File: src/rtl/logic_processor_pkg.sv
// Shared types and widths for the logic processor input conditioner.
package logic_processor_pkg;

    typedef enum logic {
        RELEASED = 1'b0,
        PRESSED  = 1'b1
    } db_state_t;

    localparam int unsigned SYNC_STAGES = 2;
    localparam int unsigned D_W         = 4;
    localparam int unsigned F_W         = 3;
    localparam int unsigned R_W         = 2;

endpackage

File: src/rtl/button_debouncer.sv
// Synchronises one active-low button, debounces it and emits a registered
// one-cycle pulse on each accepted press.
module button_debouncer
    import logic_processor_pkg::*;
#(
    parameter int unsigned DEBOUNCE_CYCLES = 50000,
    parameter int unsigned CNT_W           = 16
) (
    input  logic clk,
    input  logic rst_n,
    input  logic key_n,
    output logic level,
    output logic rise
);

    logic [SYNC_STAGES-1:0] sync_q;
    db_state_t              state_q, state_d;
    logic [CNT_W-1:0]       cnt_q, cnt_d;
    logic                   level_q;
    logic                   rise_q;
    db_state_t              sample;

    assign sample = sync_q[SYNC_STAGES-1] ? RELEASED : PRESSED;

    always_ff @(posedge clk or negedge rst_n) begin
        if (!rst_n) begin
            sync_q  <= '1;
            state_q <= RELEASED;
            cnt_q   <= '0;
            level_q <= 1'b0;
            rise_q  <= 1'b0;
        end else begin
            sync_q  <= {sync_q[SYNC_STAGES-2:0], key_n};
            state_q <= state_d;
            cnt_q   <= cnt_d;
            level_q <= level;
            rise_q  <= level & ~level_q;
        end
    end

    // Counter clears on toggle, so it never exceeds DEBOUNCE_CYCLES-1.
    always_comb begin
        state_d = state_q;
        cnt_d   = '0;
        if (sample != state_q) begin
            if (cnt_q == CNT_W'(DEBOUNCE_CYCLES - 1)) begin
                state_d = sample;
            end else begin
                cnt_d = cnt_q + CNT_W'(1);
            end
        end
    end

    always_comb begin
        level = (state_q == PRESSED);
        rise  = rise_q;
    end

endmodule

File: src/rtl/logic_processor_input_conditioner.sv
// Board front end: synchronises switches, debounces buttons, interlocks loads
// against Execute and freezes F/R while Execute is held.
module logic_processor_input_conditioner
    import logic_processor_pkg::*;
#(
    parameter int unsigned DEBOUNCE_CYCLES = 50000,
    parameter int unsigned CNT_W           = 16
) (
    input  logic           CLK,
    input  logic           CLRN,
    input  logic           KEY_Load_A_N,
    input  logic           KEY_Load_B_N,
    input  logic           KEY_Execute_N,
    input  logic [D_W-1:0] SW_D,
    input  logic [F_W-1:0] SW_F,
    input  logic [R_W-1:0] SW_R,
    output logic [D_W-1:0] D,
    output logic [F_W-1:0] F,
    output logic [R_W-1:0] R,
    output logic           Load_A,
    output logic           Load_B,
    output logic           Execute
);

    logic rise_a, rise_b, exec_level;
    logic unused_level_a, unused_level_b, unused_rise_exec;

    logic [SYNC_STAGES-1:0][D_W-1:0] sw_d_sync;
    logic [SYNC_STAGES-1:0][F_W-1:0] sw_f_sync;
    logic [SYNC_STAGES-1:0][R_W-1:0] sw_r_sync;
    logic [F_W-1:0]                  f_q;
    logic [R_W-1:0]                  r_q;

    button_debouncer #(.DEBOUNCE_CYCLES(DEBOUNCE_CYCLES), .CNT_W(CNT_W)) u_db_load_a (
        .clk(CLK), .rst_n(CLRN), .key_n(KEY_Load_A_N),
        .level(unused_level_a), .rise(rise_a)
    );

    button_debouncer #(.DEBOUNCE_CYCLES(DEBOUNCE_CYCLES), .CNT_W(CNT_W)) u_db_load_b (
        .clk(CLK), .rst_n(CLRN), .key_n(KEY_Load_B_N),
        .level(unused_level_b), .rise(rise_b)
    );

    button_debouncer #(.DEBOUNCE_CYCLES(DEBOUNCE_CYCLES), .CNT_W(CNT_W)) u_db_execute (
        .clk(CLK), .rst_n(CLRN), .key_n(KEY_Execute_N),
        .level(exec_level), .rise(unused_rise_exec)
    );

    // F/R load only while Execute was low before this edge, so the rising
    // edge captures and the falling edge still holds for one more cycle.
    always_ff @(posedge CLK or negedge CLRN) begin
        if (!CLRN) begin
            sw_d_sync <= '0;
            sw_f_sync <= '0;
            sw_r_sync <= '0;
            f_q       <= '0;
            r_q       <= '0;
        end else begin
            sw_d_sync <= {sw_d_sync[SYNC_STAGES-2:0], SW_D};
            sw_f_sync <= {sw_f_sync[SYNC_STAGES-2:0], SW_F};
            sw_r_sync <= {sw_r_sync[SYNC_STAGES-2:0], SW_R};
            if (!exec_level) begin
                f_q <= sw_f_sync[SYNC_STAGES-1];
                r_q <= sw_r_sync[SYNC_STAGES-1];
            end
        end
    end

    always_comb begin
        D       = sw_d_sync[SYNC_STAGES-1];
        F       = f_q;
        R       = r_q;
        Execute = exec_level;
        Load_A  = rise_a & ~exec_level;
        Load_B  = rise_b & ~exec_level;
    end

endmodule
File: config.mk
export PLATFORM = sky130hd
export DESIGN_NAME = logic_processor_input_conditioner
export DESIGN_NICKNAME = d
export VERILOG_FILES = /design/src/rtl/logic_processor_pkg.sv /design/src/rtl/button_debouncer.sv /design/src/rtl/logic_processor_input_conditioner.sv
export SDC_FILE = /design/constraint.sdc
export NUM_CORES = 1
export LEC_CHECK = 0
export ABC_AREA = 1
export CAP_MARGIN = 20
export CORE_AREA = 5 5 86 88
export DETAILED_ROUTE_END_ITERATION = 7
export DIE_AREA = 0 0 91 93
export GPL_TIMING_DRIVEN = 0
export PLACE_DENSITY = 0.86
export SLEW_MARGIN = 20
export SYNTH_ARGS = -nofsm -noshare
export SYNTH_HDL_FRONTEND = slang
export SYNTH_HIERARCHICAL = 1
export SYNTH_SLANG_ARGS = --single-unit
File: constraint.sdc
create_clock -name CLK -period 3.3 [get_ports CLK]
set_input_delay 0.66 -clock CLK [delete_from_list [all_inputs] [get_ports CLK]]
set_output_delay 0.66 -clock CLK [all_outputs]
set_load 0.01 [all_outputs]
==> impl_metrics.json, run 1 <==
{
  "worstPathRequired_ns": 2.64,
  "drtAntennaViolNets": 0,
  "ff2ff_path_depth": 6,
  "grt_pass1_vias": 2961,
  "nets": 497,
  "antenna_found_initial": 0,
  "setup_tns_ns": 0,
  "peakVddDrop_mv": 0.315,
  "root_buffer": "clkbuf_8",
  "drc_errors": 0,
  "postCtsHoldBufs": 0,
  "finalSetupViolations": 0,
  "dpl.hpwl_um": 5210,
  "outcome": "completed",
  "portBuffers": 25,
  "drv_cap": 0,
  "cts_resized": 0,
  "cp.arrival_ns": 1.62,
  "track_usage": 0.190,
  "layoutNonFillerInstCount": 565,
  "ctsLongestPathBuffers": 2,
  "clock.fmax_mhz": 439,
  "vias_per_cell": 5.25,
  "whs_ns": 0.263,
  "clock_sinks": 84,
  "clock_power_share": 0.410,
  "vias": 2969,
  "io_pins": 26,
  "pwr-share-seq": 0.543,
  "skew_ns": 0.00481,
  "crit_path_start": "u_db_execute/level",
  "finalCritPeriodShare": 0.690,
  "grt_max_degree": 51,
  "dpl.cell_count": 549,
  "path_clk_slew_ns": 0.08,
  "slew_viol_final": 0,
  "p_leak_uw": 0.00216,
  "r2r-start": "u_db_load_a/cnt_q[0]",
  "syn_to_final_growth_pct": 15.5,
  "fp.coreArea_um2": 6570,
  "die_w_um": 91,
  "yosys_warnings": 6,
  "min_period_ns": 2.28,
  "drt_iter0_drc": 168,
  "pwr_density_cell_nw_per_um2": 440,
  "worstHoldPathType": "input pin to async pin",
  "drt-pass1-iter-count": 4,
  "hold_viol_final": 0,
  "rsz0062_at_grt": "no",
  "htreeDepth": 3,
  "numCtsBuffers": 9,
  "path_max_fanout": 8,
  "syn_nets": 460,
  "netSwitchingFraction": 0.208,
  "internal-power_uw": 1570,
  "max_slew_margin": 0.707,
  "reg2reg_slack_ns": 1.89,
  "power_switching_uw": 412,
  "pwr-share-comb": 0.048,
  "synthCells": 443,
  "cts_tree": "yes",
  "fp.dieH_um": 93,
  "routed_wl_um": 7270,
  "syn_area_per_cell_um2": 8.80,
  "tightest_slew_ns": 0.440,
  "reg2reg_to": "u_db_load_a/cnt_q[8]",
  "clock_latency_ns": 0.34,
  "core.rowCount": 30,
  "grt_pass1_wl_um": 13000,
  "post-cts-setup-buffers": 0,
  "endpoint_kind": "output port",
  "wl_per_cell_um": 12.9,
  "syn_area_um2": 3900,
  "criticalPathCategory": "flip-flop to output port",
  "gp_congestion": 0.901,
  "diodes": 0,
  "start_util": 0.594,
  "die_area_um2": 8460,
  "cp-start-kind": "flip-flop",
  "layout-drive-gt1-share": 0.138,
  "grt_overflow": 0,
  "fillers": 496
}
## state kept, by name (all words and copies together) (netlist names)
| signal | count |
|---|---|
| u_db_execute/sync_q | 2 |
| u_db_load_a/rise | 1 |
| u_db_load_a/level | 1 |
| u_db_load_b/level | 1 |
| u_db_load_b/level_q | 1 |
| sw_r_sync | 4 |
| sw_f_sync | 6 |
| R | 2 |
| D | 4 |
| F | 3 |
| u_db_execute/cnt_q | 16 |
| sw_d_sync | 4 |
| u_db_load_b/cnt_q | 16 |
| u_db_load_a/cnt_q | 16 |
| u_db_load_a/sync_q | 2 |
| u_db_load_a/level_q | 1 |
| u_db_load_b/sync_q | 2 |
| u_db_load_b/rise | 1 |
| u_db_execute/level | 1 |
## layout by cell type (no fill, tap or decap), drive strengths merged
cell type        n
a21o             3
a21oi            3
a31oi            3
buf              7
bufinv           2
clkbuf          13
clkdlybuf4s50   24
clkinv           1
dfrtp           78
dfstp            6
ha               3
inv             53
nand2          108
nand3           39
nand4           12
nor2            97
nor3             6
nor3b            3
o21ai            6
o21bai           3
xnor2            9
xor2             6
## per-layer routing
layer  global-route usage  wire, um
met1                0.239      3160
met2                0.317      3680
met3               0.0475       312
met4               0.0746       119
met5                    0         0
## metrics by stage
step                area [um^2]   util  setup slack [ns]  power (uW)
floorplan                  3900      -              1.86        1130
global placement           4250  0.647             -1.25        1180
detailed placement         4280  0.651              1.38        1190
CTS                        4500  0.686             0.992        2010
global route               4500  0.686             0.921        2070
finish                     4500  0.686              1.02        1980
## power by group through the flow
stage                     clock network [uW]  registers, uW  logic, uW
after floorplan                            0           1090       35.8
after global placement                     0           1090       89.2
after detailed placement                   0           1100       97.0
after CTS                                837           1080       98.4
after global routing                     884           1080        108
final                                    812           1080       94.8
## cell type report
class	count	area, um^2	area share
sequential	84	2110	0.468
timing repair buffer	26	275	0.0611
clock buffer	13	159	0.0353
inverter	53	199	0.0442
multi-input combinational	301	1550	0.344
clock inverter	3	68.8	0.0153
buffer	5	41.3	0.00917
tap	80	100	0.0222
## worst max-delay path, cell delays in order (launching register included)
cell,delay [ns]
dfrtp_1,0.46
buf_6,0.18
nor2_1,0.10
clkdlybuf4s50_1,0.54
## worst max-delay path by stage
stage | slack, ns | to
after floorplan | 1.86 | Load_A
after global placement | -1.25 | u_db_execute/cnt_q[10]
after global routing | 0.92 | Load_A
after detailed placement | 1.38 | Load_B
final | 1.02 | Load_A
after CTS | 0.99 | Load_A
(Power assumes the default switching activity.)
==> inputs of run 2 (changes only) <==
--- a/config.mk
+++ b/config.mk
@@ -7,11 +7,11 @@
 export LEC_CHECK = 0
 export ABC_AREA = 1
 export CAP_MARGIN = 20
-export CORE_AREA = 5 5 86 88
+export CORE_AREA = 5 5 88 90
 export DETAILED_ROUTE_END_ITERATION = 7
-export DIE_AREA = 0 0 91 93
+export DIE_AREA = 0 0 93 95
 export GPL_TIMING_DRIVEN = 0
-export PLACE_DENSITY = 0.86
+export PLACE_DENSITY = 0.83
 export SLEW_MARGIN = 20
 export SYNTH_ARGS = -nofsm -noshare
 export SYNTH_HDL_FRONTEND = slang
==> constraint.sdc (replaced) <==
create_clock -name CLK -period 2.1 [get_ports CLK]
set_input_delay 0.42 -clock CLK [delete_from_list [all_inputs] [get_ports CLK]]
set_output_delay 0.42 -clock CLK [all_outputs]
set_load 0.01 [all_outputs]
==> run 2 against run 1 <==
Net effect: first-iteration DRC count up 23%; die area up 4.4%; global-route usage down 0.28 points; critical endpoint is now Load_B; clock skew up 0.00090 ns; critical path depth unchanged; sequential share of layout area up 0.37 points; count of clock-buffer cells in the layout down 4; sequential cell count unchanged; worst setup slack worse by 0.93 ns; power up 51%; routed wire length up 0.98%; highest routed layer unchanged.
==> impl_metrics.json, run 2 (same netlist as run 1, synthesis figures left out) <==
{
  "outcome": "completed",
  "cp.arrival_ns": 1.58,
  "track_usage": 0.187,
  "htreeDepth": 3,
  "dpl.hpwl_um": 5200,
  "worstPathRequired_ns": 1.68,
  "postCtsHoldBufs": 0,
  "drc_errors": 0,
  "drv_cap": 0,
  "path_max_fanout": 8,
  "finish.instance_area_um2": 4470,
  "fp.dieH_um": 95,
  "drtAntennaViolNets": 0,
  "antenna_found_initial": 0,
  "nets": 497,
  "peakVddDrop_mv": 0.363,
  "cp-start-kind": "flip-flop",
  "mostFrequentLayoutCell": "nand2_1",
  "finalSetupViolations": 0,
  "tightest_slew_ns": 0.610,
  "grt_max_degree": 50,
  "cts_tree": "yes",
  "p_leak_uw": 0.00216,
  "post-cts-setup-buffers": 0,
  "worstHoldPathType": "input pin to async pin",
  "power.total_uw": 2990,
  "die_area_um2": 8840,
  "timing.critical_path.slowest_cell_delay_ns": 0.54,
  "drt-pass1-iter-count": 4,
  "top_regs": "u_db_execute/cnt_q (16), u_db_load_a/cnt_q (16), u_db_load_b/cnt_q (16)",
  "min_period_ns": 2.00,
  "syn_to_final_growth_pct": 14.6,
  "portBuffers": 25,
  "reg2reg_slack_ns": 0.63,
  "fp.coreArea_um2": 6980,
  "grt_pass1_wl_um": 13100,
  "wl_per_cell_um": 13.0,
  "grt_overflow": 0,
  "die_w_um": 93,
  "drt_iter0_drc": 207,
  "skew_ns": 0.00571,
  "root_buffer": "clkbuf_8",
  "finalCritPeriodShare": 0.955,
  "vias": 2945,
  "start_util": 0.559,
  "post_dp_cell_area_um2": 4270,
  "slowest_stage": "clkdlybuf4s50_1",
  "rsz0062_at_grt": "no",
  "worst-path-buf-inv": 2,
  "crit_family": "buffers and inverters",
  "setup_tns_ns": 0,
  "criticalPathCategory": "flip-flop to output port",
  "pwr_density_cell_nw_per_um2": 669,
  "diodes": 0,
  "numCtsBuffers": 9,
  "ctsLongestPathBuffers": 2,
  "layout_common_cells": "nand2_1, nor2_1, dfrtp_1, inv_1, nand3_1",
  "grt_pass1_vias": 2934,
  "clock.fmax_mhz": 499,
  "slew_viol_final": 0,
  "core.rowCount": 31,
  "vias_per_cell": 5.20,
  "crit_chain": "buf_6, nor2_1, clkdlybuf4s50_1",
  "max_slew_margin": 0.593,
  "hold_viol_final": 0,
  "endpoint_kind": "output port",
  "clock_latency_ns": 0.35,
  "routed_wl_um": 7340,
  "clock_sinks": 84,
  "layout-drive-gt1-share": 0.143,
  "gp_congestion": 0.897,
  "r2r-start": "u_db_execute/cnt_q[0]",
  "crit_path_start": "u_db_execute/level",
  "io_pins": 26,
  "path_clk_slew_ns": 0.09
}
-- run 2: power by group --
group          switching (uW)  internal, uW
registers                28.7          1660
logic                    80.1          66.4
clock network             594           560
-- run 2: worst register-to-register path: cells and delay by family, from the launching register on --
family / cells / cell delay (ns)
AND/OR/NAND/NOR: 5 / 0.68
adder cells (fa/ha/maj): 1 / 0.26
flip-flops: 1 / 0.43
-- run 2: timing repair --
action | 4_1_cts | 5_1_grt
resized for setup | 0 | 2
hold endpoints to repair | 0 | 0
setup endpoints to repair | 0 | 2
-- run 2: final timing paths --
kind / end / depth (start not counted)
worst max-delay path: Load_B / 3
worst min-delay path: D[2] / 1
worst max register to register: u_db_execute/cnt_q[6] / 6
worst min register to register: sw_r_sync[3] / 0
max in group asynchronous: u_db_load_b/sync_q[0] / 2
min in group CLK: sw_r_sync[3] / 0
-- run 2: layout make-up --
type / count / area, um^2
Buffer: 5 / 41.3
Clock buffer: 9 / 124
Clock inverter: 6 / 72.6
Fill cell: 532 / 2510
Inverter: 53 / 199
Multi-Input combinational cell: 301 / 1550
Sequential cell: 84 / 2110
Tap cell: 82 / 103
Timing Repair Buffer: 26 / 270
-- run 2: layer usage --
layer	vias up	global-route usage	share of wire
met5	-	0	0
met4	0	0.0879	0.022
met3	17	0.0287	0.041
met2	83	0.316	0.49
met1	1386	0.238	0.45
li1	1459	-	-
-- run 2: through the flow --
step | hold WS [ns] | utilization | setup slack [ns] | cells
2_1_floorplan | 0.124 | - | 0.873 | 443
3_3_place_gp | 0.332 | 0.609 | -2.23 | 550
3_5_place_dp | 0.338 | 0.612 | 0.447 | 551
4_1_cts | 0.0972 | 0.640 | 0.0512 | 566
5_1_grt | 0.130 | 0.640 | 0.00541 | 566
6_report | 0.0826 | 0.640 | 0.0951 | 566
